--- config.mk ---
export PLATFORM = sky130hd
export DESIGN_NAME = edge_detect_multi
export DESIGN_NICKNAME = d
export VERILOG_FILES = /design/src/rtl/edge_detect_multi.sv
export SDC_FILE = /design/constraint.sdc
export NUM_CORES = 1
export LEC_CHECK = 0
export ABC_AREA = 1
export BUFFER_PORTS_ARGS = -buffer_cell sky130_fd_sc_hd__buf_2
export CORE_MARGIN = 5
export CORE_UTILIZATION = 30
export DETAILED_ROUTE_END_ITERATION = 10
export HOLD_SLACK_MARGIN = 0.05
export SETUP_SLACK_MARGIN = 0.4
export SYNTH_ARGS = -nofsm -noshare
export SYNTH_HDL_FRONTEND = slang
export SYNTH_SLANG_ARGS = --single-unit
--- constraint.sdc ---
create_clock -name clk -period 2.2 [get_ports clk]
set_input_delay 0.11 -clock clk [delete_from_list [all_inputs] [get_ports clk]]
set_output_delay 0.11 -clock clk [all_outputs]
set_load 0.05 [all_outputs]
--- src/rtl/edge_detect_multi.sv ---
// rtl/edge_detect_multi.sv - multi-channel synchronizer, glitch filter and edge detector (optional EDGE_DETECT_STICKY_STATUS_EN)
module edge_detect_multi #(
    parameter int   NUM_CH        = 4,
    parameter int   SYNC_STAGES   = 2,
    parameter int   FILTER_CYCLES = 3,
    parameter logic RESET_LEVEL   = 1'b1
) (
    input  logic              clk,
    input  logic              n_rst,
    input  logic [NUM_CH-1:0] sig_in,
    input  logic [NUM_CH-1:0] rise_en,
    input  logic [NUM_CH-1:0] fall_en,
    output logic [NUM_CH-1:0] level_out,
    output logic [NUM_CH-1:0] rising_edge_found,
    output logic [NUM_CH-1:0] falling_edge_found,
    output logic              any_edge
`ifdef EDGE_DETECT_STICKY_STATUS_EN
    ,
    input  logic [NUM_CH-1:0] status_clr,
    output logic [NUM_CH-1:0] edge_status
`endif
);

    // Counter is wide enough to hold FILTER_CYCLES; never narrower than one bit.
    localparam int CNT_W = (FILTER_CYCLES < 1) ? 1 : $clog2(FILTER_CYCLES + 1);
    localparam logic [CNT_W-1:0] FILT_MAX = CNT_W'(FILTER_CYCLES);

    // Reject configurations that would give an unsafe or meaningless block.
    if (SYNC_STAGES < 2) begin : g_bad_sync
        $error("edge_detect_multi: SYNC_STAGES must be at least 2");
    end
    if (NUM_CH < 1 || NUM_CH > 32) begin : g_bad_ch
        $error("edge_detect_multi: NUM_CH must be in 1..32");
    end
    if (FILTER_CYCLES < 0 || FILTER_CYCLES > 255) begin : g_bad_filt
        $error("edge_detect_multi: FILTER_CYCLES must be in 0..255");
    end

    logic [NUM_CH-1:0] sync_q [SYNC_STAGES];
    logic [NUM_CH-1:0] s;
    logic [NUM_CH-1:0] rise_d;
    logic [NUM_CH-1:0] fall_d;

    // Metastability chain: sig_in enters stage 0 and ripples to the last stage.
    always_ff @(posedge clk or negedge n_rst) begin
        if (!n_rst) begin
            for (int k = 0; k < SYNC_STAGES; k++) begin
                sync_q[k] <= {NUM_CH{RESET_LEVEL}};
            end
        end else begin
            sync_q[0] <= sig_in;
            for (int k = 1; k < SYNC_STAGES; k++) begin
                sync_q[k] <= sync_q[k-1];
            end
        end
    end

    assign s = sync_q[SYNC_STAGES-1];

    for (genvar i = 0; i < NUM_CH; i++) begin : g_ch
        logic [CNT_W-1:0] cnt_q;
        logic             level_q;
        logic             rise_q;
        logic             fall_q;
        logic             flip;

        // The level only moves once the synchronized input has disagreed for FILTER_CYCLES+1 clocks.
        assign flip      = (s[i] != level_q) && (cnt_q == FILT_MAX);
        assign rise_d[i] = flip &  s[i] & rise_en[i];
        assign fall_d[i] = flip & ~s[i] & fall_en[i];

        // Filter counter, filtered level and registered edge pulses for this channel.
        always_ff @(posedge clk or negedge n_rst) begin
            if (!n_rst) begin
                cnt_q   <= '0;
                level_q <= RESET_LEVEL;
                rise_q  <= 1'b0;
                fall_q  <= 1'b0;
            end else begin
                rise_q <= rise_d[i];
                fall_q <= fall_d[i];
                if (s[i] == level_q) begin
                    cnt_q <= '0;
                end else if (flip) begin
                    level_q <= s[i];
                    cnt_q   <= '0;
                end else begin
                    cnt_q <= cnt_q + CNT_W'(1);
                end
            end
        end

        assign level_out[i]          = level_q;
        assign rising_edge_found[i]  = rise_q;
        assign falling_edge_found[i] = fall_q;
    end

    assign any_edge = (|rising_edge_found) | (|falling_edge_found);

`ifdef EDGE_DETECT_STICKY_STATUS_EN
    logic [NUM_CH-1:0] status_q;

    // Sticky per-channel flag; a new edge wins over a same-cycle clear.
    always_ff @(posedge clk or negedge n_rst) begin
        if (!n_rst) begin
            status_q <= '0;
        end else begin
            status_q <= rise_d | fall_d | (status_q & ~status_clr);
        end
    end

    assign edge_status = status_q;
`endif

endmodule

==> PnR_summary.wiki <==
{| class="wikitable"
! Metric !! Value
|-
| Run status || completed
|-
| Initial drt markers || 19
|-
| Cell Int Power || 0.940 mW
|-
| H-tree level count || 1
|-
| Share of final-layout standard cells stronger than drive strength 1 || 0.329
|-
| Arrival time reported for the critical path endpoint || 1.12 ns
|-
| Fmax || 0.815 GHz
|-
| Clock buffer depth || 2
|-
| Routed wire length on met2 || 913 µm
|-
| Number of nets in the layout || 165
|-
| Antenna diodes || 0
|-
| Combinational fraction of design power || 0.315
|-
| Final clock period utilization by the worst path || 0.558
|-
| Sum of internal, switching and leakage power || 1.47 mW
|-
| Setup repair after global routing missed its margin || no
|-
| Total die area || 5280 µm²
|-
| Actual slew at the worst max-slew pin || 0.613 ns
|-
| Average via count per standard cell || 3.96
|-
| Top_reg_cell synth || sky130_fd_sc_hd__dfrtp_1
|-
| Buffer type at the clock tree root || sky130_fd_sc_hd__clkbuf_8
|-
| Biggest fanout along the worst timing path || 2
|-
| Area overhead of the layout relative to synthesis || 17.4%
|-
| Portion of total power attributed to sequential cells || 0.478
|-
| Starting density of the core || 0.315
|-
| Area fraction of the dominant cell type after synthesis || 0.340
|-
| Switching component of the power || 0.534 mW
|-
| Gpl congestion || 0.746
|-
| Flip-flop and latch count after synthesis || 28
|-
| Req. time, crit path || 2.09 ns
|-
| Met1 wire length || 842 µm
|-
| Via count of the first global-routing pass || 802
|-
| Total power density per cell area || 1070 nW/µm²
|-
| Type of the setup path with the least slack || reg -> out
|-
| Switching fraction of total power || 0.362
|-
| Placement Setup Slack || 1.25 ns
|-
| Final Instance Count excl. Fillers || 194
|-
| Floorplan Core Area || 3740 µm²
|-
| Width of the die || 72.6 µm
|-
| Cell accounting for the most synthesized area || sky130_fd_sc_hd__dfrtp_1
|-
| Layout Utilization || 0.369
|-
| Register clock-pin slew on the reported worst setup and hold paths || 0.09 ns
|-
| Overall track demand over capacity in global routing || 0.0824
|-
| Endpoint kind of the worst setup timing path || output pin
|-
| Clock network power share || 0.208
|-
| Number of iterations in the first detailed-routing pass || 3
|-
| Buffers on Ports || 26
|-
| Number of standard cells after synthesis || 123
|-
| Aggregate global routing overflow || 0
|-
| Smallest setup slack after layout || 0.973 ns
|-
| Reg2Reg Setup Slack || 1.24 ns
|-
| Placed insts || 185
|-
| Final setup violation count || 0
|-
| Amount of wire on met3 after detailed routing || 160 µm
|-
| Ports || 27
|-
| Leakage power || 0.731 nW
|-
| First-pass GRT wire length || 3420 µm
|-
| Final critical-path required period || 1.23 ns
|-
| Topmost layer with routed signal wires || met4
|-
| Number of antenna violations at the first check in global routing || 0
|-
| Post-cts sizing count || 0
|-
| Worst hold path type || in -> reg
|-
| Most common cell in the netlist || sky130_fd_sc_hd__inv_1
|-
| Peak supply drop || 0.267 mV
|-
| Number of flops mapped to enable cells by yosys || 0
|-
| Final HPWL from detailed placement || 1510 µm
|-
| Cell types with the largest area share after synthesis || sky130_fd_sc_hd__dfrtp_1 (34%), sky130_fd_sc_hd__dfstp_2 (27%), sky130_fd_sc_hd__inv_1 (8.3%)
|-
| Post-synthesis async set-or-reset flop share || 1.00
|-
| Antenna-violating nets left || 0
|-
| Die Span Y || 72.6 µm
|-
| Worst clock skew || 0.00522 ns
|-
| Post-synthesis sequential area ratio || 0.608
|-
| Synth Net Count || 141
|-
| Clock tree from TritonCTS || built
|-
| Worst slew slack as a fraction of its limit || 0.592
|-
| Pin count of the biggest net entering global routing || 29
|-
| Post-synthesis instance area || 1180 µm²
|-
| Maximum Capacitance Violations || 0
|-
| Final Max Tran Viols || 0
|-
| Vias after detailed routing || 768
|-
| Routed wire length per instance || 9.93 µm
|-
| Num rows || 22
|-
| Final count of hold timing violations || 0
|-
| Number of sinks driven by the clock tree || 28
|-
| Most common library cells after synthesis || sky130_fd_sc_hd__inv_1 (26), sky130_fd_sc_hd__nand2_1 (25), sky130_fd_sc_hd__dfrtp_1 (16)
|-
| Drt drc || 0
|-
| Synthesized area per cell || 9.57 µm²
|-
| Total CTS buffers || 3
|-
| Aggregate negative setup slack || 0 ns
|-
| Nature of the critical path startpoint || flop
|-
| Skew-Pair Late Insertion Delay || 0.27 ns
|-
| Ys Warns || 0
|-
| Distinct cell type count of the synthesized netlist || 12
|-
| Total Wirelength || 1930 µm
|}
## flip-flops by register name, indices dropped and copies added, names as in the netlist
name	cells
g_ch.cnt_q	8
g_ch.level_q	4
s	4
sync_q	4
g_ch.fall_q	4
g_ch.rise_q	4
## cell type report
type | count | area [µm²]
Multi-Input combinational cell | 55 | 267
Clock buffer | 4 | 55.1
Sequential cell | 28 | 716
Tap cell | 48 | 60.1
Fill cell | 397 | 2360
Inverter | 28 | 105
Timing Repair Buffer | 31 | 180
## critical path: stages (launching register included)
cell                      delay (ns)
sky130_fd_sc_hd__dfrtp_1        0.39
sky130_fd_sc_hd__inv_1          0.05
sky130_fd_sc_hd__nand2_1        0.05
sky130_fd_sc_hd__nor2_1         0.10
sky130_fd_sc_hd__nand2_1        0.06
sky130_fd_sc_hd__buf_2          0.20
## what timing repair did
action                                 4_1_cts  5_1_grt
hold buffers                                 5        0
endpoints found under the hold margin       20        0
setup buffers                                0        0
## cells by family after synthesis
| logic type | after synthesis | synth area share |
|---|---|---|
| compound gates | 12 | 0.0510 |
| fa+ha+maj | 4 | 0.0425 |
| buf+inv | 40 | 0.166 |
| flops | 28 | 0.608 |
| simple gates | 39 | 0.133 |
## stage by stage
| stage | instance area [µm²] | hold slack [ns] |
|---|---|---|
| final | 1380 | 0.0620 |
| after global routing | 1380 | 0.0619 |
| after CTS | 1380 | 0.0541 |
| after detailed placement | 1280 | 0.161 |
| after global placement | 1280 | 0.156 |
| after floorplan | 1180 | -0.186 |
## placed cells by master, fill, tap and decap left out, drive strengths merged
| master | Yosys | layout |
|---|---|---|
| o21ai | 4 | 4 |
| dlygate4sd3 | 0 | 5 |
| clkbuf | 0 | 4 |
| dfrtp | 16 | 16 |
| ha | 4 | 4 |
| nand2 | 29 | 29 |
| a21oi | 8 | 8 |
| buf | 12 | 26 |
| dfstp | 12 | 12 |
| inv | 28 | 28 |
| nor2 | 10 | 10 |
## final timing paths
| path | endpoint | start | cells past startpoint |
|---|---|---|---|
| hold reg to reg | s[2] | sync_q[6] | 0 |
| setup reg to reg | g_ch[2].cnt_q[0] | g_ch[2].cnt_q[0] | 4 |
| setup / recovery | any_edge | g_ch[0].fall_q | 5 |
| hold / removal | g_ch[3].fall_q | fall_en[3] | 3 |
| min in group asynchronous | g_ch[0].cnt_q[1] | n_rst | 2 |
| max in group asynchronous | g_ch[1].cnt_q[0] | n_rst | 2 |
## routing by layer
layer	vias to the layer above	GRT usage
li1	390	-
met4	0	0.0246
met1	358	0.0984
met5	-	0
met3	2	0.0262
met2	18	0.141
## power groups by stage
stage | clock [mW] | combinational, mW | sequential, mW
after floorplan | 0 | 0.409 | 0.702
after global placement | 0 | 0.443 | 0.706
after detailed placement | 0 | 0.464 | 0.715
after CTS | 0.320 | 0.472 | 0.706
after global routing | 0.338 | 0.526 | 0.717
final | 0.306 | 0.464 | 0.704
Note: power is estimated with default switching activity, not from simulation.
